`src/rtl/seq_frame_tx.sv`:
```
// Serial frame transmitter: sync word, payload MSB-first, one gap bit.
// Ports: i_clock/i_reset, i_data/i_valid/o_ready handshake, o_A line, o_sync/o_busy/o_done status.
module seq_frame_tx #(
  parameter int                  SYNC_LEN  = 5,
  parameter logic [SYNC_LEN-1:0] SYNC_WORD = 5'b11010,
  parameter int                  DATA_W    = 8,
  parameter logic                IDLE_BIT  = 1'b0
) (
  input  logic              i_clock,
  input  logic              i_reset,
  input  logic [DATA_W-1:0] i_data,
  input  logic              i_valid,
  output logic              o_ready,
  output logic              o_A,
  output logic              o_sync,
  output logic              o_busy,
  output logic              o_done
);

  localparam int MAXL = (SYNC_LEN > DATA_W) ? SYNC_LEN : DATA_W;
  localparam int CW   = (MAXL > 1) ? $clog2(MAXL) : 1;

  typedef enum logic [1:0] {
    S_IDLE,
    S_SYNC,
    S_DATA,
    S_GAP
  } state_t;

  state_t              state_q;
  logic [SYNC_LEN-1:0] sync_sr_q;
  logic [DATA_W-1:0]   data_sr_q;
  logic [CW-1:0]       cnt_q;
  logic                ready_q;
  logic                a_q;
  logic                sync_q;
  logic                busy_q;
  logic                done_q;

  // Both shift registers hold the bits still to be sent, next bit at MSB.
  // The counter tracks how many bits of the current field remain after
  // the one on the line now.
  always_ff @(posedge i_clock or posedge i_reset) begin
    if (i_reset) begin
      state_q   <= S_IDLE;
      sync_sr_q <= '0;
      data_sr_q <= '0;
      cnt_q     <= '0;
      ready_q   <= 1'b1;
      a_q       <= IDLE_BIT;
      sync_q    <= 1'b0;
      busy_q    <= 1'b0;
      done_q    <= 1'b0;
    end else begin
      unique case (state_q)
        S_IDLE: begin
          a_q <= IDLE_BIT;
          if (i_valid) begin
            state_q   <= S_SYNC;
            data_sr_q <= i_data;
            sync_sr_q <= SYNC_WORD << 1;
            a_q       <= SYNC_WORD[SYNC_LEN-1];
            cnt_q     <= CW'(SYNC_LEN - 1);
            sync_q    <= 1'b1;
            busy_q    <= 1'b1;
            ready_q   <= 1'b0;
          end
        end
        S_SYNC: begin
          if (cnt_q == '0) begin
            state_q   <= S_DATA;
            a_q       <= data_sr_q[DATA_W-1];
            data_sr_q <= data_sr_q << 1;
            cnt_q     <= CW'(DATA_W - 1);
            sync_q    <= 1'b0;
          end else begin
            a_q       <= sync_sr_q[SYNC_LEN-1];
            sync_sr_q <= sync_sr_q << 1;
            cnt_q     <= cnt_q - CW'(1);
          end
        end
        S_DATA: begin
          if (cnt_q == '0) begin
            state_q <= S_GAP;
            a_q     <= IDLE_BIT;
            done_q  <= 1'b1;
          end else begin
            a_q       <= data_sr_q[DATA_W-1];
            data_sr_q <= data_sr_q << 1;
            cnt_q     <= cnt_q - CW'(1);
          end
        end
        S_GAP: begin
          // Gap bit guarantees the receiver sees an idle level between frames.
          state_q <= S_IDLE;
          a_q     <= IDLE_BIT;
          ready_q <= 1'b1;
          busy_q  <= 1'b0;
          done_q  <= 1'b0;
        end
      endcase
    end
  end

  assign o_ready = ready_q;
  assign o_A     = a_q;
  assign o_sync  = sync_q;
  assign o_busy  = busy_q;
  assign o_done  = done_q;

endmodule

```
`config.mk`:
```
export PLATFORM = sky130hd
export DESIGN_NAME = seq_frame_tx
export DESIGN_NICKNAME = d
export VERILOG_FILES = /design/src/rtl/seq_frame_tx.sv
export SDC_FILE = /design/constraint.sdc
export NUM_CORES = 1
export LEC_CHECK = 0
export BUFFER_PORTS_ARGS = -buffer_cell sky130_fd_sc_hd__buf_2
export CELL_PAD_IN_SITES_DETAIL_PLACEMENT = 0
export CELL_PAD_IN_SITES_GLOBAL_PLACEMENT = 2
export CORE_MARGIN = 3
export CORE_UTILIZATION = 37
export CTS_BUF_LIST = sky130_fd_sc_hd__clkbuf_8
export DETAILED_ROUTE_END_ITERATION = 7
export GPL_TIMING_DRIVEN = 0
export HOLD_SLACK_MARGIN = 0.06
export PLACE_DENSITY_LB_ADDON = 0.1
export SETUP_SLACK_MARGIN = 0.5
export SYNTH_ARGS = -nofsm -noshare
export SYNTH_HDL_FRONTEND = slang
export SYNTH_SLANG_ARGS = --single-unit
```
`constraint.sdc`:
```
create_clock -name i_clock -period 2.2 [get_ports i_clock]
set_input_delay 0.66 -clock i_clock [delete_from_list [all_inputs] [get_ports i_clock]]
set_output_delay 0.66 -clock i_clock [all_outputs]
set_load 0.1 [all_outputs]
```
==> results.md, run 1 <==
- The clock root buffer master is clkbuf_8.
- The synthesis-to-finish area growth is 37.9%.
- In this run the tool buffered the top-level ports with 15 buffer cells.
- Measured along the x axis, the die boundary spans 62.4 um.
- The antenna diode count is 0.
- Setup violations remaining at the end of the flow were counted as 0.
- The filler cells instantiated in the layout total 282.
- Yosys attributes the largest share of cell area to dfrtp_1 43%, ha_1 8.5%, mux2i_1 6.0%.
- The layout cell share with drive strength beyond 1 is 47.1%.
- Timing would allow up to 585 MHz.
- Between clock sinks in the finished design, the worst skew comes to 0.00664 ns.
- The total wirelength of the detailed-routed design is 2.67 mm.
- The final non-filler cell total is 199.
- The library cell with the largest summed area after synthesis is dfrtp_1.
- The chip height is 62.4 um.
- The post-synthesis instance area is 0.00118 mm2.
- The post-place setup slack is 0.104 ns.
- The number of sinks handled by clock tree synthesis is 21.
- The pre-antenna-repair detailed-routing pass consisted of 4 iterations.
- The clock transition at the registers of the reported paths is 0.09 ns.
- In this run the critical register-to-register path is launched from state_q[0].
- The detail route stage leaves a number of antenna-violating nets equal to 0.
- The number of global-route vias before repair is 953.
- The net count of the finished layout is 177.
- The global-route congestion overflow total is 0.
- CTS built an H-tree with a depth of 1.
- The slew of the pin with the lowest slew margin is 0.821 ns.
- During synthesis, Yosys emitted a total of 0 warnings.
- The global-route usage over all layers is 13.7%.
- The floorplan step defined a die boundary enclosing 0.00389 mm2.
- The final worst slack is 0.490 ns.
- The number of buffers created by CTS is 3.
- The number of violations of the max-capacitance limit is 0.
- Setup repair after global routing could not meet its margin everywhere.
- The worst path in the final design needs a cycle of 1.71 ns, including I/O delays and setup.
- Of the available clock period, the critical path in the final layout requires 77.7%.
- The final-layout setup total negative slack is 0 ns.
- The number of core rows is 19.
- TritonCTS built the clock tree.
- The cell repeated most along the worst path is buf_4.
- The endpoint type of the worst setup path is a flop.
- The capturing point of the worst reg2reg path is data_sr_q[4].
- For this run, the slowest stage of the critical path takes 0.43 ns.
- In this run the deepest clock path goes through 2 buffers.
- The total DRC errors in the routed layout is 0.
- The synthesized area per cell is 9.88 um2.
- Traced cell by cell, the critical path runs through inv_2, ha_4, and3b_2, a2111oi_4, buf_4, buf_4, a21oi_1.
- In the final routed layout, each cell accounts on average for 13.4 um.
- Data arrives at the worst endpoint at 1.87 ns.
- The initial DRC count is 44.
- The number of vias per cell after detailed routing is 4.84.
- The source of the critical timing path is state_q[0].
- The final hold violation count came to 0.
- The proportion of synthesized chip area in sequential cells is 44.8%.
- Synthesis handed over a netlist of 119 instances.
- The worst min-delay path startpoint is cnt_q[0].
- The slowest stage of the critical path is the dfrtp_1 cell.
- The number of placed I/O pins is 16.
- For the worst flop-to-flop path, the logic depth is 7.
- The share of the synthesized area in the top cell type is 42.6%.
- Along the worst hold path, the cell count comes to 1.
- After clock tree synthesis, the flow added hold-fix buffers numbering 0.
- The number of antenna violations at the first check in global routing is 0.
- The worst hold path belongs to the class flop to flop.
- For the worst setup path, the data required time is 2.36 ns.
- The reg-to-reg setup timing slack is 0.49 ns.
- The max-slew violation count was 0.
- The effective utilization at floorplan is 40.6%.
- The number of flip-flops and latches in the synthesized netlist is 21.
- The vias after detailed routing is 963.
- The run finished with clean final reports.
- The global-route wire length before repair is 4.32 mm.
- The clock latency on the worst-skew pair is 0.27 ns.
- The pin count of the biggest net entering global routing is 22.
- Along the worst path, the maximum fanout reaches 5.
- The worst setup path category is flop to flop.
- The number of placed instances, taps included is 176.
- The worst setup path is launched from a flop.
- The distinct cell type count after synthesis is 32.
- The end of the worst hold path is cnt_q[0].
- The number of nets produced by synthesis is 138.
- At the end of routability-driven placement, the weighted congestion stood at 0.751.
- The detailed placer's ending HPWL is 1.69 mm.
- The core region is 0.00290 mm2.
- Measured against its own limit, the worst slew margin works out to 45.2%.
## cells in the final DEF, fill, tap and decap left out, drive strengths merged, types with 2 or more instances in the layout
cell / n
buf: 35
dfrtp: 20
a21oi: 15
nor2: 14
o21ai: 10
ha: 8
mux2i: 7
nand2: 7
inv: 7
clkbuf: 6
and2b: 3
nand3b: 2
o21bai: 2
a31oi: 2
nand2b: 2
nor3: 2
## final cells by class
type	count	area, um2	share of cell area, %
clock inverter	1	7.51	0.463
buffer	4	28.8	1.77
clock buffer	3	41.3	2.55
sequential	21	528	32.6
inverter	7	26.3	1.62
tap	42	52.6	3.24
timing repair buffer	34	244	15.0
multi-input combinational	87	693	42.7
## cell usage after synthesis
master	instances
and2b_2	1
a21o_1	1
mux2_2	1
inv_1	7
mux2i_1	7
a31oi_1	2
nor3_1	2
a21bo_2	1
a211o_2	1
dfstp_2	1
nand3_1	1
a2111oi_4	1
nor3b_1	1
ha_1	8
clkbuf_1	3
nor2_1	14
and3_2	1
and3b_2	1
a31o_2	1
a211oi_1	1
and2b_1	2
nand3b_1	2
o41ai_1	1
nand2_1	7
nand2b_1	2
buf_6	1
a21oi_2	2
a21oi_1	13
o21bai_1	2
o21ai_0	10
dfrtp_1	20
o2bb2ai_1	1
## metal layers
metal	routed length (um)	track usage [%]	vias to the layer above
met1	1210	16.5	457
met4	17	4.13	0
li1	-	-	488
met5	0	0	-
met2	1340	23.8	16
met3	103	3.78	2
## what timing repair did
item,in CTS,in global routing
pin swaps,2,8
resized for setup,16,22
setup endpoints to repair,15,15
setup buffers,9,9
gates cloned,0,1
## state kept, by name (all words and copies together) (netlist names)
name and flops:
cnt_q 3, data_sr_q 8, o_A 1, o_busy 1
o_done 1, o_ready 1, o_sync 1, state_q 2
sync_sr_q 3
## worst max path at each step
stage          slack (ns)  depth (start not counted)            to
2_1_floorplan        0.50                          6      cnt_q[1]
3_3_place_gp         0.10                          6  data_sr_q[2]
3_5_place_dp         0.10                          6  data_sr_q[2]
4_1_cts              0.50                          1       o_ready
5_1_grt              0.40                          8  data_sr_q[1]
6_report             0.49                          7  data_sr_q[4]
## logic make-up after synthesis
family | share of synthesized area, %
flops | 44.8
mux | 6.92
compound gates | 21.2
buf+inv | 4.15
fa+ha+maj | 8.51
simple gates | 14.5
## metrics by stage
| step | util, % | hold slack (ns) | cell area, um2 |
|---|---|---|---|
| after detailed placement | 45.1 | 0.445 | 1310 |
| final | 55.9 | 0.453 | 1620 |
| after global placement | 45.1 | 0.448 | 1310 |
| after CTS | 50.9 | 0.458 | 1480 |
| after global routing | 55.9 | 0.468 | 1620 |
| after floorplan | - | 0.428 | 1180 |
## worst max-delay path: cells and delay by family, from the launching register on
family / cells / cell delay, ns
DFF: 1 / 0.43
adders and majority gates: 1 / 0.17
and+or+nand+nor: 1 / 0.22
AOI/OAI and AO/OA: 2 / 0.35
buffers and inverters: 3 / 0.44
Power of run 1 is left out: the tool's default activity adds up to more than one toggle a clock period on the data nets, which glitch-free logic cannot reach.
==> run 2: changes to the inputs <==
==> constraint.sdc (replaced) <==
create_clock -name i_clock -period 1.6 [get_ports i_clock]
set_input_delay 0.48 -clock i_clock [delete_from_list [all_inputs] [get_ports i_clock]]
set_output_delay 0.48 -clock i_clock [all_outputs]
set_load 0.1 [all_outputs]
==> run 2 against run 1 <==
Against the previous run:
- the flow now finishes with violations (negative setup slack)
- cell area grew 9.8%
- die area is the same
- setup slack lost 0.54 ns
- critical endpoint is now data_sr_q[2]
==> results.md, run 2 (synthesis gave the netlist of run 1 again) <==
- Entering global routing, the biggest net connects 22 pins.
- The max-slew violation count is 0.
- 16 I/O pins were placed.
- From synthesis to final layout, the design area changed by 51.4%.
- The pre-antenna-repair detailed-routing pass consisted of 4 iterations.
- The final worst slack is -0.0477 ns.
- The final hold violation count is 0.
- The area inside the core boundary is 0.00290 mm2.
- Setup repair after global routing could not meet its margin everywhere.
- The max-slew headroom at the worst pin is 67.9%.
- The final route contains 991 vias.
- Timing would allow up to 607 MHz.
- Dividing the detail-routed via count by the number of cells gives 5.03.
- The number of buffers created by CTS is 3.
- Along the worst path, the maximum fanout reaches 5.
- The number of global-route vias before repair is 1045.
- The detailed placer's ending HPWL is 1.71 mm.
- The first global-routing pass estimated 4.78 mm of wire.
- The startpoint of the worst-slack reg-to-reg timing path is cnt_q[0].
- The number of buffers added on ports is 15.
- The reg-to-reg setup timing slack is -0.05 ns.
- STA classifies the critical path endpoint as a flop.
- The library cell used most frequently in the layout, excluding fill and tap cells, is dfrtp_1.
- Leaving out fill and tap cells, the most frequent cells in the layout are 15 x dfrtp_1, 10 x a21oi_2, 10 x nor2_1, 10 x buf_2.
- In the final layout, the share of cells above drive strength 1 is 58.1%.
- Dividing the final minimum period by the clock period gives 103%.
- After detailed routing, the number of remaining DRC violations is 0.
- The chip height is 62.4 um.
- At the worst endpoint, the arrival time is 1.85 ns.
- The slew of the pin with the lowest slew margin is 0.480 ns.
- Summed over all layers, the routed wires come to 2.78 mm.
- The type of element launching the critical path is a flop.
- The total die area is 0.00389 mm2.
- The final reports fail on negative setup slack.
- Clock tree synthesis selected as its root buffer the cell clkbuf_8.
- The final-layout setup total negative slack is -0.191 ns.
- The post-route clock skew is 0.00126 ns.
- The number of flip-flops in the largest register is 8.
- At the end of the flow, the number of nets in the layout was 175.
- Setup violations remaining at the end of the flow were counted as 11.
- The worst endpoint required time is 1.80 ns.
- TritonCTS built the clock tree.
- The depth of the CTS H-tree is 1.
- The number of antenna violations at the first check in global routing is 0.
- The worst register-to-register path has a depth of 8.
- In this run the deepest clock path goes through 2 buffers.
- The number of sinks handled by clock tree synthesis is 21.
- More flip-flops sit in one register than any other, and that register is data_sr_q.
- The global-route congestion overflow total is 0.
- The antenna diode count is 0.
- At the end of routability-driven placement, the weighted congestion stood at 0.755.
- The initial utilization of the core area, before any placement, comes to 40.6%.
- The largest registers in the layout are data_sr_q: 8 flops, cnt_q: 3 flops, sync_sr_q: 3 flops.
- Max-cap violations in this run came to 0.
- For this run, the total global-route usage over all layers was measured as 15.7%.
- From left edge to right edge, the die measures 62.4 um.
- The run finished, with violations left.
- The critical path in this run is classified as flop to flop.
- The post-place setup slack is -0.339 ns.
- The antenna violation net count after detailed routing is 0.
- The type of the tightest min-delay check is input pin to asynchronous set/reset pin.
- The clock latency on the worst-skew pair is 0.27 ns.
- After detailed routing, the average wire length per cell comes to 14.1 um.
- Row generation in the floorplan step produced 19 rows.
- Clock-pin slew was measured on the worst setup and hold paths at 0.08 ns.
- The initial DRC count is 44.
- The shortest period the worst path allows is 1.65 ns.
- The capturing point of the worst reg2reg path is data_sr_q[2].
## run 2: changes by cell type in the layout (fill, tap and decap cells not counted), moves of 3 or more
cell	delta
buf_4	-12
buf_6	+7
o21ai_0	-4
buf_12	+4
dfrtp_4	+4
dfrtp_1	-4
a21oi_1	-7
inv_1	-3
o21ai_1	+3
a21oi_2	+7
## run 2: worst max path at each step
stage,slack [ns],to,from
6_report,-0.05,data_sr_q[2],cnt_q[0]
5_1_grt,-0.13,data_sr_q[2],state_q[1]
4_1_cts,-0.05,data_sr_q[2],state_q[1]
3_5_place_dp,-0.34,data_sr_q[2],state_q[1]
3_3_place_gp,-0.32,data_sr_q[1],state_q[1]
2_1_floorplan,-0.07,data_sr_q[1],state_q[1]
## run 2: metal layers
metal | vias to the layer above | global-route usage, % | wire (um)
li1 | 488 | - | -
met2 | 20 | 28.1 | 1490
met5 | - | 0 | 0
met4 | 0 | 6.34 | 44
met3 | 5 | 3.60 | 95
met1 | 478 | 17.9 | 1150
## run 2: worst max-delay path: stages, from the launching register on
cell,delay (ns)
dfrtp_1,0.36
inv_2,0.06
ha_4,0.17
and3b_2,0.24
a2111oi_4,0.29
buf_4,0.20
buf_6,0.13
nor2_2,0.04
a21oi_2,0.09
## run 2: through the flow
stage               instances  instance area (um2)  hold WS [ns]  utilization, %
global route              197                 1780         0.258            61.4
finish                    197                 1780         0.228            61.4
floorplan                 119                 1250         0.448               -
global placement          176                 1380         0.460            47.6
CTS                       196                 1750         0.397            60.4
detailed placement        176                 1380         0.470            47.6
## run 2: cell type report
class | instances | area (um2)
plain buffers | 4 | 43.8
clock buffers | 3 | 41.3
clock inverters | 1 | 7.51
flip-flops and latches | 21 | 547
fillers | 257 | 1120
inverters | 7 | 30.0
multi-input cells | 87 | 751
well taps | 42 | 52.6
repair buffers | 32 | 308
## run 2: what timing repair did
action                                  4_1_cts  5_1_grt
pin swaps                                     9        1
endpoints found under the setup margin       26       31
gates cloned                                  1        0
buffers inserted                             15        1
gates resized for setup                      59        4
hold buffers                                  0        0
Power of run 2 is left out for the same reason.
==> run 3: changes to the inputs <==
--- a/config.mk
+++ b/config.mk
@@ -5,7 +5,7 @@
 export SDC_FILE = /design/constraint.sdc
 export NUM_CORES = 1
 export LEC_CHECK = 0
-export BUFFER_PORTS_ARGS = -buffer_cell sky130_fd_sc_hd__buf_2
+export BUFFER_PORTS_ARGS = -buffer_cell sky130_fd_sc_hd__buf_4
 export CELL_PAD_IN_SITES_DETAIL_PLACEMENT = 0
 export CELL_PAD_IN_SITES_GLOBAL_PLACEMENT = 2
 export CORE_MARGIN = 3
@@ -16,6 +16,7 @@
 export HOLD_SLACK_MARGIN = 0.06
 export PLACE_DENSITY_LB_ADDON = 0.1
 export SETUP_SLACK_MARGIN = 0.5
+export SKIP_CTS_REPAIR_TIMING = 1
 export SYNTH_ARGS = -nofsm -noshare
 export SYNTH_HDL_FRONTEND = slang
 export SYNTH_SLANG_ARGS = --single-unit
==> constraint.sdc (replaced) <==
create_clock -name i_clock -period 1.6 [get_ports i_clock]
set_input_delay 0.48 -clock i_clock [delete_from_list [all_inputs] [get_ports i_clock]]
set_output_delay 0.48 -clock i_clock [all_outputs]
set_load 0.01 [all_outputs]
==> run 3 against run 2 <==
Against the previous run:
- the flow still finishes with violations (negative setup slack)
- setup slack lost 0.047 ns
- non-clock buffer count grew 7
- wire length shrank 2.1%
- core utilization grew 0.95 points
- register-to-register slack lost 0.05 ns
- first-iteration DRC count shrank 20%
- final cell count grew 3.6%
- sequential cell count is the same
==> results.md, run 3 (synthesis gave the netlist of run 1 again) <==
- The clock latency on the worst-skew pair is 0.26 ns.
- The register ranked first by flip-flop count is data_sr_q.
- The slew of the pin with the lowest slew margin is 0.806 ns.
- The worst setup path is launched from a flop.
- The number of sinks handled by clock tree synthesis is 21.
- The layout cell share with drive strength beyond 1 is 54.9%.
- The number of antenna diodes in the final layout is 0.
- Headroom to the max-slew limit came out at 46.2%.
- The critical-path cell with the highest stage delay is dfrtp_2.
- The worst setup path is captured at a flop.
- The share of total power dissipated in sequential elements is 22.4%.
- The number of endpoints failing setup at the final stage is 8.
- The worst setup path is of the flop to flop kind.
- The synthesis-to-finish area growth is 53.7%.
- The final worst slack is -0.0942 ns.
- For this run, the detailed router's first-pass iteration total came to 2.
- In the final routed layout, each cell accounts on average for 13.3 um.
- CTS placed an instance of clkbuf_8 at the clock tree root.
- The effective utilization at floorplan is 40.6%.
- The total net switching power is 1760 uW.
- Combinational cells account for 69.3% of the total power.
- The total power after layout is 4420 uW.
- Entering global routing, the biggest net connects 22 pins.
- At the end of the flow the core is filled with cells to 62.3%.
- Subtracting the final worst setup slack from the clock period gives 1.69 ns.
- No sink is reached through more buffers than the 2 on the longest clock path.
- The wire-length estimate of the detail-placed layout is 1.73 mm.
- The die boundary width is 62.4 um.
- The core region is 0.00290 mm2.
- For the worst setup path, the data required time is 1.76 ns.
- The final weighted congestion of routability-driven global placement is 0.757.
- Wires add up to 2.72 mm.
- The areal power density over the cells is 2440 mW/mm2.
- Setup repair after global routing could not meet its margin everywhere.
- The initialized floorplan defines 19 standard-cell rows.
- In this run, the clock network consumes 8.3% of the power.
- The share of the cycle needed by the critical path after routing is 106%.
- The first global-routing pass estimated 4.08 mm of wire.
- The final hold violation count is 0.
- The total die area is 0.00389 mm2.
- Based on the critical path, the design can be clocked at up to 590 MHz.
- The register with the most flip-flops in the layout has 8 of them.
- The floorplan step set the die height to 62.4 um.
- The type of the tightest min-delay check is input pin to asynchronous set/reset pin.
- In the routed design, unresolved DRC markers number 0.
- The clock transition at the registers of the reported paths is 0.09 ns.
- The maximum fanout along the worst path is 8.
- The final reports fail on negative setup slack.
- After the first detailed-routing iteration, the DRC count stood at 35.
- In the layout the commonest cells are 29 x buf_4, 19 x dfrtp_1, 11 x nor2_1.
- Among cell families on the critical path, the largest total delay comes from flip-flops.
- The number of buffers created by CTS is 3.
- The antenna violation net count after detailed routing is 0.
- The flow ran to the end, but the final reports show violations.
- Leaving out fill and tap cells, the most frequent cell in the layout is buf_4.
- In the routed layout, each cell is associated on average with a via count of 5.01.
- The maximum resistive drop on vdd is 1.09 mV.
- The final-layout setup total negative slack is -0.655 ns.
- The largest registers in the layout are data_sr_q: 8 flops, cnt_q: 3 flops, sync_sr_q: 3 flops.
- The max-slew violation count came to 0.
- The critical path contains buffers and inverters numbering 2 combined.
- Walking the worst path, the cells encountered are ha_4, and3b_2, a2111oi_4, buf_6, clkbuf_16, a21oi_2.
- The number of violations of the max-capacitance limit is 0.
- The number of antenna violations at the first check in global routing was 0.
- TritonCTS built the clock tree.
- In the final design database the tool counted 182 nets.
- Detailed routing inserted a total of 1023 vias.
- The global-route congestion overflow total is 0.
- Global routing consumed, over all layers together, 12.8% of the routing resources.
- During placement, the flow inserted port buffers numbering 15.
- The analysis attributes to cell leakage a power of 0.000821 uW.
- The design internal power is 2650 uW.
- The post-route clock skew is 0.00624 ns.
- The number of global-route vias before repair came to 925.
- The worst endpoint data arrival time is 1.85 ns.
- Pin placement for this block handled 16 I/O pins.
- The share of total power consumed by net switching is 39.9%.
- In this run the number of H-tree levels came out at 1.
- For this run, the slowest stage of the critical path takes 0.46 ns.
- The post-place setup slack is -0.345 ns.
==> run 3: worst reg2reg max path, delay by kind of cell, from the launching register on <==
| family | cells | cell delay, ns |
|---|---|---|
| and+or+nand+nor | 1 | 0.24 |
| buffers and inverters | 2 | 0.36 |
| DFF | 1 | 0.46 |
| adders and majority gates | 1 | 0.18 |
| AOI/OAI and AO/OA | 2 | 0.34 |
==> run 3: worst paths after layout <==
check | start | end | slack (ns) | depth (start not counted)
max | state_q[1] | data_sr_q[7] | -0.09 | 6
min | i_reset | data_sr_q[7] | 0.37 | 2
min in group i_clock | i_data[0] | data_sr_q[0] | 0.45 | 3
max in group asynchronous | i_reset | state_q[1] | 0.69 | 2
min reg2reg | data_sr_q[0] | data_sr_q[0] | 0.52 | 2
max reg2reg | state_q[1] | data_sr_q[7] | -0.09 | 6
==> run 3: final cells by class <==
cell class	count	area [um2]
clock inverters	1	7.51
plain buffers	4	46.3
multi-input cells	87	762
inverters	7	26.3
fillers	260	1090
clock buffers	3	41.3
flip-flops and latches	21	528
well taps	42	52.6
repair buffers	39	344
==> run 3: per-layer routing <==
layer | vias to the layer above | global-route usage, % | share of wire (%)
met5 | - | 0 | 0
met4 | 0 | 3.31 | 0.66
met3 | 2 | 3.42 | 3.2
met2 | 17 | 22.8 | 52
met1 | 501 | 15.2 | 44
li1 | 503 | - | -
==> run 3: metrics by stage <==
step / area [um2] / instances / hold slack, ns
2_1_floorplan: 1230 / 119 / 0.448
3_3_place_gp: 1400 / 176 / 0.460
5_1_grt: 1810 / 204 / 0.428
4_1_cts: 1450 / 180 / 0.398
3_5_place_dp: 1400 / 176 / 0.469
6_report: 1810 / 204 / 0.365
==> run 3: power by group through the flow <==
stage / clock network (uW) / logic, uW / registers (uW)
CTS: 374 / 2050 / 982
global route: 401 / 3330 / 1030
detailed placement: 0 / 2040 / 994
finish: 366 / 3060 / 990
floorplan: 0 / 1580 / 986
global placement: 0 / 2000 / 982
No activity file was read; power rests on OpenSTA's default activity.
